File: src/rtl/axi_lite_pkg.sv
// Shared AXI4-Lite definitions: master FSM states and xRESP encodings.
package axi_lite_pkg;

  typedef enum logic [2:0] {
    IDLE    = 3'd0,
    WR_REQ  = 3'd1,
    WR_RESP = 3'd2,
    RD_REQ  = 3'd3,
    RD_DATA = 3'd4,
    RESP    = 3'd5
  } state_t;

  localparam logic [1:0] OKAY   = 2'b00;
  localparam logic [1:0] EXOKAY = 2'b01;
  localparam logic [1:0] SLVERR = 2'b10;
  localparam logic [1:0] DECERR = 2'b11;

endpackage

File: src/rtl/axi_lite_master.sv
// AXI4-Lite initiator, one transaction in flight; all outputs registered, 4-cycle best-case turnaround.
// Every valid is held until its ready; a pending rsp_valid blocks new commands (cmd_ready low).
module axi_lite_master
  import axi_lite_pkg::*;
#(
  parameter int axi_addr_width = 32,
  parameter int axi_data_width = 32
) (
  input  logic                          clk,
  input  logic                          rst,
  input  logic                          cmd_valid,
  output logic                          cmd_ready,
  input  logic                          cmd_we,
  input  logic [axi_addr_width-1:0]     cmd_addr,
  input  logic [axi_data_width-1:0]     cmd_wdata,
  input  logic [axi_data_width/8-1:0]   cmd_wstrb,
  output logic                          rsp_valid,
  input  logic                          rsp_ready,
  output logic [axi_data_width-1:0]     rsp_rdata,
  output logic [1:0]                    rsp_resp,
  output logic                          rsp_we,
  output logic [axi_addr_width-1:0]     axi_awaddr,
  output logic                          axi_awvalid,
  input  logic                          axi_awready,
  output logic [axi_data_width-1:0]     axi_wdata,
  output logic [axi_data_width/8-1:0]   axi_wstrb,
  output logic                          axi_wvalid,
  input  logic                          axi_wready,
  input  logic [1:0]                    axi_bresp,
  input  logic                          axi_bvalid,
  output logic                          axi_bready,
  output logic [axi_addr_width-1:0]     axi_araddr,
  output logic                          axi_arvalid,
  input  logic                          axi_arready,
  input  logic [axi_data_width-1:0]     axi_rdata,
  input  logic [1:0]                    axi_rresp,
  input  logic                          axi_rvalid,
  output logic                          axi_rready
);

  state_t state, state_next;
  logic   aw_done, w_done, aw_done_next, w_done_next;
  logic   cmd_hs, aw_hs, w_hs, b_hs, ar_hs, r_hs, rsp_hs;

  // Handshakes use the registered valid/ready, so an early ready never counts.
  assign cmd_hs = cmd_valid & cmd_ready;
  assign aw_hs  = axi_awvalid & axi_awready;
  assign w_hs   = axi_wvalid & axi_wready;
  assign b_hs   = axi_bvalid & axi_bready;
  assign ar_hs  = axi_arvalid & axi_arready;
  assign r_hs   = axi_rvalid & axi_rready;
  assign rsp_hs = rsp_valid & rsp_ready;

  always_comb begin
    state_next   = state;
    aw_done_next = aw_done;
    w_done_next  = w_done;
    case (state)
      IDLE: begin
        aw_done_next = 1'b0;
        w_done_next  = 1'b0;
        if (cmd_hs) state_next = cmd_we ? WR_REQ : RD_REQ;
      end
      WR_REQ: begin
        aw_done_next = aw_done | aw_hs;
        w_done_next  = w_done | w_hs;
        if (aw_done_next && w_done_next) state_next = WR_RESP;
      end
      WR_RESP: if (b_hs)   state_next = RESP;
      RD_REQ:  if (ar_hs)  state_next = RD_DATA;
      RD_DATA: if (r_hs)   state_next = RESP;
      RESP:    if (rsp_hs) state_next = IDLE;
      default: state_next = IDLE;
    endcase
  end

  always_ff @(posedge clk or posedge rst) begin
    if (rst) begin
      state   <= IDLE;
      aw_done <= 1'b0;
      w_done  <= 1'b0;
    end else begin
      state   <= state_next;
      aw_done <= aw_done_next;
      w_done  <= w_done_next;
    end
  end

  // Control outputs are decoded from the next state so they land registered in the state they belong to.
  always_ff @(posedge clk or posedge rst) begin
    if (rst) begin
      cmd_ready   <= 1'b1;
      axi_awvalid <= 1'b0;
      axi_wvalid  <= 1'b0;
      axi_bready  <= 1'b0;
      axi_arvalid <= 1'b0;
      axi_rready  <= 1'b0;
      rsp_valid   <= 1'b0;
    end else begin
      cmd_ready   <= (state_next == IDLE);
      axi_awvalid <= (state_next == WR_REQ) && !aw_done_next;
      axi_wvalid  <= (state_next == WR_REQ) && !w_done_next;
      axi_bready  <= (state_next == WR_RESP);
      axi_arvalid <= (state_next == RD_REQ);
      axi_rready  <= (state_next == RD_DATA);
      rsp_valid   <= (state_next == RESP);
    end
  end

  always_ff @(posedge clk or posedge rst) begin
    if (rst) begin
      axi_awaddr <= '0;
      axi_wdata  <= '0;
      axi_wstrb  <= '0;
      axi_araddr <= '0;
      rsp_rdata  <= '0;
      rsp_resp   <= OKAY;
      rsp_we     <= 1'b0;
    end else begin
      if (cmd_hs) begin
        if (cmd_we) begin
          axi_awaddr <= cmd_addr;
          axi_wdata  <= cmd_wdata;
          axi_wstrb  <= cmd_wstrb;
        end else begin
          axi_araddr <= cmd_addr;
        end
      end
      if (b_hs) begin
        rsp_rdata <= '0;
        rsp_resp  <= axi_bresp;
        rsp_we    <= 1'b1;
      end
      if (r_hs) begin
        rsp_rdata <= axi_rdata;
        rsp_resp  <= axi_rresp;
        rsp_we    <= 1'b0;
      end
    end
  end

endmodule

File: config.mk
export PLATFORM = sky130hd
export DESIGN_NAME = axi_lite_master
export DESIGN_NICKNAME = d
export VERILOG_FILES = /design/src/rtl/axi_lite_pkg.sv /design/src/rtl/axi_lite_master.sv
export SDC_FILE = /design/constraint.sdc
export NUM_CORES = 1
export LEC_CHECK = 0
export BUFFER_PORTS_ARGS = -buffer_cell sky130_fd_sc_hd__buf_2
export CAP_MARGIN = 20
export CORE_AREA = 2 2 109 111
export DETAILED_ROUTE_END_ITERATION = 8
export DIE_AREA = 0 0 111 113
export PLACE_DENSITY = 0.83
export SETUP_SLACK_MARGIN = 0.15
export SLEW_MARGIN = 20
export SYNTH_ARGS = -nofsm -noshare
export SYNTH_HDL_FRONTEND = slang
export SYNTH_SLANG_ARGS = --single-unit
File: constraint.sdc
create_clock -name clk -period 11.9 [get_ports clk]
set_input_delay 2.38 -clock clk [delete_from_list [all_inputs] [get_ports clk]]
set_output_delay 2.38 -clock clk [all_outputs]
set_load 0.02 [all_outputs]
# [Word-level counts from Yosys, hierarchy flattened]
# Cells that the tools add are included.
[totals] wordCells=63 regBits=147
[classes] n_mux=16 bitwise_logic=10 n_reduce_logical=10 n_eq_ne=10
[ops] op="$mux 32" count=2
[ops] op="$mux 3" count=6
[ops] op="$pmux 3 s6" count=1
[ops] op="$eq 3x2->1 const B" count=4
[ops] op="$eq 3x3->1 const B" count=4
[ops] op="$and 1x1->1" count=7
[ops] op="$eq 3x1->1 const B" count=2
[ops] op="$logic_not 3->1" count=2
[ops] op="$mux 2" count=3
[ops] op="$pmux 1 s2" count=2
[ops] op="$reduce_and 2->1" count=2
[ops] op="$logic_and 1x1->1" count=3
[ops] op="$logic_not 1->1" count=2
[ops] op="$mux 1" count=2
[ops] op="$or 1x1->1" count=2
[ops] op="$reduce_bool 2->1" count=1
[ops] op="$not 1->1" count=1

# [Longest topological paths before layout]
# Gate-level depths: netlist of run 1.
[depth] depth_word=7 mapped_depth=6

# [Least setup slack after synthesis of run 1]
# Ideal clock, no wire load.
[synth_path] path_type="input port to flip-flop" start="input port cmd_valid" end="register axi_wdata[0]" setup_ps=125 path_stages=4 path_slack_ps=8506 path_buffers=2 arrival_time_ps=3269 path_cell_list="nand3_1 > buf_2 > buf_2 > mux2_2"
[synth_via] elab_chain_len=2
[synth_lines] item="start: declaration" line="axi_lite_master.sv:11" text="input logic cmd_valid,"
[synth_lines] item="$and 1x1->1" line="axi_lite_master.sv:46" text="assign cmd_hs = cmd_valid & cmd_ready;"
[synth_lines] item="$reduce_and 2->1 (no line)"
[synth_lines] item="end signal: assignment" line="axi_lite_master.sv:123" text="axi_wdata <= cmd_wdata;"
[synth_lines] item="end: declaration" line="axi_lite_master.sv:25" text="output logic [axi_data_width-1:0] axi_wdata,"
# No other way between the ends.
# A chain may end at the register's enable or synchronous reset.

# [Worst setup path in the final report of run 1]
[layout_path] start="input port cmd_valid" end="register axi_wdata[3]"
# Same word-level chain as after synthesis.

==> run summary, run 1 <==
- **die area** 12500 µm²
- **root buffer selected by CTS** clkbuf_16
- **quantity of hold-fixing buffers added after cts** 0
- **synthesized flop and latch total** 147
- **endpoints failing hold** 0
- **Via-to-Cell Ratio** 5.15
- **number of unique standard cell types used by synthesis** 30
- **crit path buf inv count** 1
- **number of standard cells after synthesis** 351
- **area added between synthesis and finish** 36.8%
- **number of antenna-violating nets in the routed design** 0
- **cell area reported after detailed placement** 6900 µm²
- **sequential cell area fraction in the yosys report** 66.5%
- **worst max-slew margin expressed relative to the limit** 34.1%
- **Yosys top cell by area** dfrtp_1
- **Lkg Pwr** 3.93 nW
- **Worst-Skew Late Latency** 0.40 ns
- **Max VDD drop** 0.000200 V
- **post-cts sizing count** 0
- **floorplan core area** 11300 µm²
- **Net count, final** 720
- **Setup TNS Final** 0 ns
- **Total Wirelength** 12.6 mm
- **starting density of the core** 49.1%
- **vertical die dimension** 113 µm
- **fraction of post-synthesis cell area in the top cell type by area** 66.0%
- **result of the run** finished, final reports clean
- **GRT Total Usage** 20.5%
- **setup repair after global routing missed its margin** no
- **required time at the worst-slack endpoint** 12.18 ns
- **Top FF cell, synth** dfrtp_1
- **endpoint type of the worst setup path** register
- **max capacitance violation total** 0
- **fraction of final layout cells with drive strength greater than 1** 63.5%
- **PD cells** 320 nW/µm²
- **Synth Net Count** 465
- **cell at the slowest stage of the critical path** nand3_4
- **length of the first detailed-routing pass in iterations** 4
- **number of buffers created by CTS** 17
- **crit path cell chain** buf_2, nand3_4, mux2_2
- **Post-synth EDFFs** 0
- **slowest cell delay on critical path** 0.68 ns
- **placed wire-length estimate after detailed placement** 8.95 mm
- **number of antenna violations at the first check in global routing** 0
- **total vias in the final route** 3925
- **number of setup buffers added after CTS** 0
- **kind of cell adding the most delay to the critical path** simple AND/OR/NAND/NOR gates
- **boundary pin count** 256
- **min Tclk post-route** 3.57 ns
- **total area of multi-input combinational cells** 1730 µm²
- **Fin Clk Skew** 0.00351 ns
- **Num Clock Sinks** 147
- **wire length of the first global-routing pass** 20.2 mm
- **number of design-rule violations left by the first detailed-router iteration** 229
- **Syn Area/Cell** 15.8 µm²
- **final number of max-transition violations** 0
- **CTS tree** yes
- **Worst Path Class, Setup** in -> reg
- **count of final setup violators** 0
- **number of diodes added for antenna fixing** 0
- **cells taking the most area after synthesis** dfrtp_1, mux2_2, a22o_1, buf_2, buf_6
- **Period Utilization, post-route** 30.0%
- **Wirelength per Cell** 16.6 µm
- **proportion of register bits with asynchronous set or reset after synthesis** 100%
- **Finished Cell Area** 7570 µm²
- **top-count cell post-synth** dfrtp_1
- **Filler cells** 794
- **horizontal extent of the die** 111 µm
- **Yosys warning total** 0
- **level count of the clock H-tree** 4
- **RePlAce Congestion** 0.775
- **vias in the first global route** 4132
- **Post-route DRC** 0
- **maximum number of pins on one net before global-route repair** 81
- **clock transition time at the flip-flop clock pins of the worst setup and hold paths** 0.06 ns
- **CP Launch Type** input port
- **count of standard-cell rows** 39
- **hold crit path type** reg -> reg
- **sum of overflow across all layers after global routing** 0
- **area of all sequential standard cells** 3680 µm²
- **WP data arrival** 3.85 ns
- **WHS** 0.489 ns
- **crit-path max FO** 68
- **Synth top cells by count** dfrtp_1, mux2_2, a22o_1, buf_2, nor2_1
- **Worst Tran Pin Value** 0.988 ns
- **# port buffers** 255
- **Highest Clock Rate** 280 MHz
- **maximum count of clock buffers along a single path** 2
- **synthesized area** 5530 µm²
power by group:
part | internal (mW) | total [mW] | switching, mW | leakage [nW]
logic | 0.383 | 0.931 | 0.548 | 1.80
clock network | 0.398 | 0.602 | 0.204 | 0.318
registers | 0.749 | 0.890 | 0.141 | 1.82
total | 1.53 | 2.42 | 0.893 | 3.93
kinds of logic after synthesis:
kind of cell	share of synthesized area, %
DFF	66.5
muxes	20.7
AOI/OAI and AO/OA	7.15
and+or+nand+nor	2.94
buffers and inverters	2.69
cells in the final DEF (no fill, tap or decap), types with 3 or more instances in the layout:
| cell type | instances |
|---|---|
| nor3_1 | 3 |
| inv_1 | 3 |
| clkinvlp_4 | 4 |
| mux2_1 | 4 |
| clkinv_2 | 3 |
| a22o_1 | 32 |
| nand2_1 | 4 |
| clkbuf_16 | 17 |
| dfrtp_1 | 146 |
| nor2_1 | 8 |
| buf_2 | 255 |
| mux2_2 | 96 |
| bufinv_16 | 6 |
| o21ai_0 | 4 |
area by class of cell:
class / instances / area share (%)
Timing Repair Buffer: 257 / 17.1
Sequential cell: 147 / 48.6
Inverter: 4 / 0.264
Tap cell: 143 / 2.36
Clock inverter: 14 / 3.09
Multi-Input combinational cell: 179 / 22.8
Clock buffer: 18 / 5.80
worst paths after layout:
| check | from | to | slack [ns] | cells past startpoint |
|---|---|---|---|---|
| worst max-delay path | cmd_valid | axi_wdata[3] | 8.33 | 3 |
| worst min-delay path | axi_araddr[24] | axi_araddr[24] | 0.49 | 1 |
| worst max register to register | cmd_ready | axi_wdata[3] | 9.84 | 2 |
| worst min register to register | axi_araddr[24] | axi_araddr[24] | 0.49 | 1 |
| max in group asynchronous | rst | axi_wdata[3] | 8.42 | 3 |
| min in group asynchronous | rst | axi_wstrb[1] | 2.05 | 2 |
through the flow:
stage          worst slack, ns  total power [mW]  utilization [%]  cells
6_report                  8.33              2.42             67.2    762
5_1_grt                   8.12              2.55             67.2    762
4_1_cts                   8.32              2.44             67.2    762
3_5_place_dp              7.90              1.83             61.2    730
3_3_place_gp              7.77              1.80             61.1    730
2_1_floorplan             5.57              1.49                -    351
flip-flops by register name, indices dropped and copies added (netlist names):
register	cells
w_done	1
axi_wdata	32
axi_awaddr	32
rsp_resp	2
axi_wstrb	4
axi_araddr	32
aw_done	1
axi_bready	1
state	3
rsp_valid	1
axi_awvalid	1
axi_wvalid	1
cmd_ready	1
rsp_rdata	32
rsp_we	1
axi_rready	1
axi_arvalid	1
metal layers:
metal / part of all wire, % / wire length (µm) / up-vias / track usage, %
met3: 8.1 / 1030 / 21 / 6.59
met4: 1.9 / 246 / 0 / 9.50
met2: 52 / 6530 / 183 / 34.1
met5: 0 / 0 / - / 0
li1: - / - / 1783 / -
met1: 38 / 4830 / 1938 / 24.6
Power figures use the tool's default switching activity.
==> run 2: changes to the inputs <==
--- a/config.mk
+++ b/config.mk
@@ -5,12 +5,13 @@
 export SDC_FILE = /design/constraint.sdc
 export NUM_CORES = 1
 export LEC_CHECK = 0
+export ABC_AREA = 1
 export BUFFER_PORTS_ARGS = -buffer_cell sky130_fd_sc_hd__buf_2
 export CAP_MARGIN = 20
-export CORE_AREA = 2 2 109 111
+export CORE_AREA = 2 2 120 122
 export DETAILED_ROUTE_END_ITERATION = 8
-export DIE_AREA = 0 0 111 113
-export PLACE_DENSITY = 0.83
+export DIE_AREA = 0 0 122 124
+export PLACE_DENSITY = 0.74
 export SETUP_SLACK_MARGIN = 0.15
 export SLEW_MARGIN = 20
 export SYNTH_ARGS = -nofsm -noshare
==> constraint.sdc (replaced) <==
create_clock -name clk -period 2.9 [get_ports clk]
set_input_delay 0.58 -clock clk [delete_from_list [all_inputs] [get_ports clk]]
set_output_delay 0.58 -clock clk [all_outputs]
set_load 0.02 [all_outputs]
==> run 2 against run 1 <==
Net effect:
- clock power increased to 3.7 times the previous value
- sequential share of layout area is 1.1 points lower
- non-clock buffer count increased by 7
- worst setup slack worse by 7.2 ns
- power grew to 3.8 times the previous value
- flip-flop and latch count is the same
- final cell count up 31%
- clock skew grew 0.0043 ns
- hold slack got worse by 0.24 ns
- first-iteration DRC count rose by 3.1%
- critical path type is now reg -> reg
- critical endpoint is now axi_awaddr[6]
==> run summary, run 2 <==
- **number of antenna violations at the first check in global routing** 0, unchanged
- **routed length on met1** 5.73 mm, was 4.83 mm
- **capture instance of the worst register-to-register path** axi_awaddr[6], was axi_wdata[3]
- **Wirelength per Cell** 13.6 µm, was 16.6 µm
- **Switching Fraction** 39.7%, was 36.8%
- **endpoints failing hold** 0, unchanged
- **fraction of post-synthesis cell area in the top cell type by area** 64.3%, was 66.0%
- **horizontal extent of the die** 122 µm, was 111 µm
- **fraction of final layout cells with drive strength greater than 1** 41.8%, was 63.5%
- **Combinational Power Share** 38.4%, about the same
- **RePlAce Congestion** 0.794, was 0.775
- **Post-synth EDFFs** 0, unchanged
- **setup repair after global routing missed its margin** no, unchanged
- **floorplan core area** 13700 µm², was 11300 µm²
- **internal reg-to-reg setup slack** 1.10 ns, was 9.84 ns
- **cells taking the most area after synthesis** dfrtp_1, nand2_1, mux2_2, o21ai_0, nand3_1, was dfrtp_1, mux2_2, a22o_1, buf_2, buf_6
- **Max VDD drop** 0.000520 V, was 0.000200 V
- **Worst Tran Pin Value** 0.638 ns, was 0.988 ns
- **Worst Path Class, Setup** reg -> reg, was in -> reg
- **leading cell type in the layout, fill and taps excluded** buf_2, unchanged
- **number of antenna-violating nets in the routed design** 0, unchanged
- **top-count cell post-synth** nand2_1, was dfrtp_1
- **top library cells by usage in the layout, fill and taps aside** buf_2, nand2_1, dfrtp_1, o21ai_0, inv_1, was buf_2, dfrtp_1, mux2_2, a22o_1, clkbuf_16
- **worst max-slew margin expressed relative to the limit** 57.4%, was 34.1%
- **Synth top cells by count** nand2_1, dfrtp_1, o21ai_0, inv_1, nand3_1, was dfrtp_1, mux2_2, a22o_1, buf_2, nor2_1
- **die area** 15100 µm², was 12500 µm²
- **total area of multi-input combinational cells** 1680 µm², was 1730 µm²
- **wire length on met2** 6.41 mm, was 6.53 mm
- **clock transition time at the flip-flop clock pins of the worst setup and hold paths** 0.06 ns, about the same
- **min Tclk post-route** 1.80 ns
- **sequential cell fraction of total power** 37.5%, was 36.7%
- **CTS tree** yes, unchanged
- **cell depth of the worst flop-to-flop path** 5, was 2
- **endpoint type of the worst setup path** register, unchanged
- **max capacitance violation total** 0, unchanged
- **sum of overflow across all layers after global routing** 0, unchanged
- **maximum number of pins on one net before global-route repair** 69, was 81
- **boundary pin count** 256, unchanged
- **number of design-rule violations left by the first detailed-router iteration** 236, was 229
- **synthesized area** 5680 µm², was 5530 µm²
- **root buffer selected by CTS** clkbuf_16, unchanged
- **WP data arrival** 2.12 ns, was 3.85 ns
- **required time at the worst-slack endpoint** 3.22 ns, was 12.18 ns
- **Highest Clock Rate** 556 MHz
- **number of diodes added for antenna fixing** 0, unchanged
- **count of final setup violators** 0, unchanged
- **total met3 wirelength after detailed routing** 1.17 mm, was 1.03 mm
- **crit-path max FO** 46, was 68
- **sw power** 3.68 mW, was 0.893 mW
- **area of all sequential standard cells** 3680 µm², unchanged
- **PD cells** 1200 nW/µm², was 320 nW/µm²
- **Lkg Pwr** 4.35 nW, was 3.93 nW
- **# port buffers** 255, unchanged
- **launch point of the worst reg-to-reg path** cmd_ready, unchanged
- **Period Utilization, post-route** 62.0%
- **Via-to-Cell Ratio** 4.69, was 5.15
- **length of the first detailed-routing pass in iterations** 4, unchanged
- **Yosys warning total** 0, unchanged
- **vias in the first global route** 4504, was 4132
- **final number of max-transition violations** 0, unchanged
- **sequential cell area fraction in the yosys report** 64.8%, was 66.5%
- **maximum count of clock buffers along a single path** 2, unchanged
- **quantity of hold-fixing buffers added after cts** 0, unchanged
- **number of buffers created by CTS** 17, unchanged
- **Synth Net Count** 662, was 465
- **starting density of the core** 41.4%, was 49.1%
- **area added between synthesis and finish** 36.2%, was 36.8%
- **number of setup buffers added after CTS** 0, unchanged
- **number of standard cells after synthesis** 548, was 351
- **Finished Cell Area** 7740 µm², was 7570 µm²
- **synthesized flop and latch total** 147, unchanged
- **vertical die dimension** 124 µm, was 113 µm
- **total vias in the final route** 4671, was 3925
- **Worst-Skew Late Latency** 0.41 ns, was 0.40 ns
- **post-cts sizing count** 0, unchanged
- **Setup TNS Final** 0 ns, unchanged
- **Yosys top cell by area** dfrtp_1, unchanged
- **number of unique standard cell types used by synthesis** 22, was 30
- **wire length of the first global-routing pass** 21.2 mm, was 20.2 mm
- **count of standard-cell rows** 43, was 39
- **internal portion of total power** 5.60 mW, was 1.53 mW
- **CP Launch Type** register, was input port
- **level count of the clock H-tree** 4, unchanged
- **Syn Area/Cell** 10.4 µm², was 15.8 µm²
- **Filler cells** 1221, was 794
- **proportion of register bits with asynchronous set or reset after synthesis** 100%, unchanged
- **placed wire-length estimate after detailed placement** 9.73 mm, was 8.95 mm
- **Top Metal Used** met4, unchanged
- **cell area reported after detailed placement** 7130 µm², was 6900 µm²
- **Fin Clk Skew** 0.00782 ns, was 0.00351 ns
- **result of the run** finished, final reports clean, unchanged
- **Net count, final** 917, was 720
- **clock network fraction of total power** 24.1%, was 24.8%
- **Top FF cell, synth** dfrtp_1, unchanged
- **hold crit path type** in -> async, was reg -> reg
- **GRT Total Usage** 18.0%, was 20.5%
- **Post-route DRC** 0, unchanged
- **Total Wirelength** 13.5 mm, was 12.6 mm
- **Num Clock Sinks** 147, unchanged
## run 2: logic make-up (layout without fill, tap and decap cells)
group / count (synthesis) / after routing / synth area share [%]
buf+inv: 75 / 343 / 5.77
mux: 36 / 36 / 7.13
flops: 147 / 147 / 64.8
compound gates: 73 / 73 / 6.43
simple gates: 217 / 217 / 15.9
## run 2: power by group through the flow
stage          registers, mW  clock network [mW]  logic [mW]
4_1_cts                 3.48                2.28        3.61
2_1_floorplan           4.57                   0        1.21
5_1_grt                 3.60                2.39        3.90
6_report                3.49                2.23        3.56
3_5_place_dp            3.49                   0        3.62
3_3_place_gp            3.48                   0        3.54
## run 2: area by class of cell
cell class	count	share of cell area, %
Sequential cell	147	47.5
Multi-Input combinational cell	326	21.7
Timing Repair Buffer	264	17.7
Clock buffer	18	5.54
Tap cell	180	2.91
Inverter	47	2.33
Clock inverter	14	2.30
## run 2: worst max-delay path, stage by stage (launching register included)
cell	delay (ns)
dfstp_2	0.56
nand2_1	0.07
inv_1	0.11
nand2_4	0.32
buf_4	0.39
o21ai_0	0.23
## run 2: stage by stage
stage / setup WS (ns) / cells / power (mW) / util [%] / hold WS [ns]
after floorplan: 0.474 / 548 / 5.78 / - / 0.543
after global placement: 0.922 / 964 / 7.02 / 52.0 / 0.462
after CTS: 1.07 / 996 / 9.38 / 56.4 / 0.248
final: 1.10 / 996 / 9.28 / 56.4 / 0.250
after global routing: 0.972 / 996 / 9.89 / 56.4 / 0.277
after detailed placement: 0.860 / 964 / 7.11 / 52.0 / 0.468
## run 2: metal layers
layer / GRT usage (%) / vias up
met3: 6.04 / 21
met5: 0 / -
li1: - / 2263
met1: 22.4 / 2189
met4: 7.11 / 0
met2: 29.1 / 198
## run 2: worst max path at each step
stage               startpoint              to  slack, ns  cells after the start
detailed placement   cmd_valid   axi_awaddr[6]       0.86                      6
CTS                  cmd_ready   axi_awaddr[6]       1.07                      5
global placement     cmd_valid  axi_awaddr[17]       0.92                      6
global route         cmd_ready   axi_awaddr[6]       0.97                      5
finish               cmd_ready   axi_awaddr[6]       1.10                      5
floorplan                  rst         aw_done       0.47                      1
==> run 3: changes to the inputs <==
==> constraint.sdc (replaced) <==
create_clock -name clk -period 1.6 [get_ports clk]
set_input_delay 0.32 -clock clk [delete_from_list [all_inputs] [get_ports clk]]
set_output_delay 0.32 -clock clk [all_outputs]
set_load 0.02 [all_outputs]
==> run 3 against run 2 <==
Net effect:
- hold slack got worse by 0.22 ns
- clock skew about the same
- final cell count rose by 0.70%
- global-route usage is 0.067 points higher
- critical path type is now reg -> out
- largest cell class unchanged
==> run summary, run 3 (synthesis results as in run 2) <==
- **total vias in the final route** 4655, was 4671
- **number of antenna-violating nets in the routed design** 0, unchanged
- **area added between synthesis and finish** 39.4%, was 36.2%
- **Post-route DRC** 0, unchanged
- **area of all sequential standard cells** 3680 µm², about the same
- **worst max-slew margin expressed relative to the limit** 73.5%, was 57.4%
- **clock transition time at the flip-flop clock pins of the worst setup and hold paths** 0.06 ns, about the same
- **final number of max-transition violations** 0, unchanged
- **RePlAce Congestion** 0.812, was 0.794
- **root buffer selected by CTS** clkbuf_16, unchanged
- **maximum count of clock buffers along a single path** 2, unchanged
- **Net count, final** 924, was 917
- **maximum number of pins on one net before global-route repair** 75, was 69
- **PD cells** 2160 nW/µm², was 1200 nW/µm²
- **utilization after layout** 57.8%, was 56.4%
- **crit path buf inv count** 1, was 2
- **leading cell type in the layout, fill and taps excluded** buf_2, unchanged
- **wire length of the first global-routing pass** 20.9 mm, was 21.2 mm
- **Highest Clock Rate** 702 MHz
- **crit path cell chain** buf_6, was nand2_1, inv_1, nand2_4, buf_4, o21ai_0
- **result of the run** finished, final reports clean, unchanged
- **placed wire-length estimate after detailed placement** 9.82 mm, was 9.73 mm
- **Total Wirelength** 14.0 mm, was 13.5 mm
- **Worst Tran Pin Value** 0.398 ns, was 0.638 ns
- **CTS tree** yes, unchanged
- **total area of multi-input combinational cells** 1690 µm², was 1680 µm²
- **cell at the slowest stage of the critical path** dfstp_2, unchanged
- **number of antenna violations at the first check in global routing** 0, unchanged
- **Worst-Skew Late Latency** 0.41 ns, about the same
- **number of diodes added for antenna fixing** 0, unchanged
- **crit-path max FO** 3, was 46
- **top library cells by usage in the layout, fill and taps aside** buf_2, nand2_1, dfrtp_1, o21ai_0, inv_1, unchanged
- **WHS** 0.0340 ns, was 0.250 ns
- **cell area reported after detailed placement** 7210 µm², was 7130 µm²
- **count of standard-cell rows** 43, unchanged
- **Worst Path Class, Setup** reg -> out, was reg -> reg
- **count of final setup violators** 0, unchanged
- **setup repair after global routing missed its margin** yes, was no
- **Finished Cell Area** 7920 µm², was 7740 µm²
- **endpoint type of the worst setup path** primary output, was register
- **Via-to-Cell Ratio** 4.64, was 4.69
- **length of the first detailed-routing pass in iterations** 4, unchanged
- **boundary pin count** 256, unchanged
- **Lkg Pwr** 4.44 nW, was 4.35 nW
- **Fin Clk Skew** 0.00796 ns, was 0.00782 ns
- **kind of cell adding the most delay to the critical path** flip-flops, unchanged
- **floorplan core area** 13700 µm², unchanged
- **level count of the clock H-tree** 4, unchanged
- **crit path setup slack, layout** 0.175 ns, was 1.10 ns
- **min Tclk post-route** 1.42 ns
- **GRT Total Usage** 18.1%, was 18.0%
- **pre-CTS worst setup slack** 0.110 ns, was 0.860 ns
- **WP data arrival** 1.10 ns, was 2.12 ns
- **Period Utilization, post-route** 89.0%
- **max capacitance violation total** 0, unchanged
- **Max VDD drop** 0.00101 V, was 0.000520 V
- **number of buffers created by CTS** 17, unchanged
- **sum of overflow across all layers after global routing** 0, unchanged
- **horizontal extent of the die** 122 µm, unchanged
- **number of design-rule violations left by the first detailed-router iteration** 272, was 236
- **quantity of hold-fixing buffers added after cts** 0, unchanged
- **CP Launch Type** register, unchanged
- **slowest cell delay on critical path** 0.56 ns, about the same
- **starting density of the core** 41.4%, unchanged
- **vertical die dimension** 124 µm, unchanged
- **endpoints failing hold** 0, unchanged
- **Num Clock Sinks** 147, unchanged
- **die area** 15100 µm², unchanged
- **vias in the first global route** 4319, was 4504
- **fraction of final layout cells with drive strength greater than 1** 42.6%, was 41.8%
- **# port buffers** 255, unchanged
- **Wirelength per Cell** 13.9 µm, was 13.6 µm
- **Filler cells** 1189, was 1221
- **required time at the worst-slack endpoint** 1.28 ns, was 3.22 ns
- **hold crit path type** in -> async, unchanged
[run 3: worst paths after layout]
path                       slack [ns]             end           start  cells after the start
max                              0.18       cmd_ready       cmd_ready                      1
min                              0.03   axi_wdata[30]             rst                      3
max reg2reg                      0.18   axi_wdata[12]       cmd_ready                      5
min reg2reg                      0.48  axi_awaddr[27]  axi_awaddr[27]                      2
max in group asynchronous        1.21       cmd_ready             rst                      3
min in group clk                 0.11    rsp_rdata[4]    axi_rdata[4]                      3
[run 3: area by class of cell]
class                      instances  area share (%)
multi-input combinational        326            21.4
clock inverter                    13            2.34
sequential                       147            46.5
tap                              180            2.84
timing repair buffer             271            19.2
clock buffer                      19            5.46
inverter                          47            2.27
[run 3: report_power, final]
part / leakage [nW] / switching (mW) / total, mW / internal, mW
combinational: 2.29 / 4.29 / 6.71 / 2.42
clock: 0.297 / 1.50 / 4.10 / 2.61
sequential: 1.85 / 0.901 / 6.31 / 5.41
[run 3: what timing repair did]
item / 4_1_cts / 5_1_grt
cloned: 0 / 2
buffers inserted: 1 / 2
pin swaps: 1 / 1
endpoints found under the setup margin: 11 / 36
resized for setup: 2 / 5
[run 3: stage by stage]
step	TNS, ns	power [mW]	std cells
floorplan	-82.79	10.5	548
global placement	0	12.8	966
detailed placement	0	13.0	966
CTS	0	17.2	999
global route	0	18.2	1003
finish	0	17.1	1003
[run 3: routing by layer]
| layer | up-vias | track usage [%] | share of wire [%] |
|---|---|---|---|
| li1 | 2274 | - | - |
| met1 | 2164 | 22.6 | 41 |
| met2 | 198 | 28.4 | 49 |
| met3 | 19 | 6.14 | 8.6 |
| met4 | 0 | 8.41 | 1.6 |
| met5 | - | 0 | 0 |
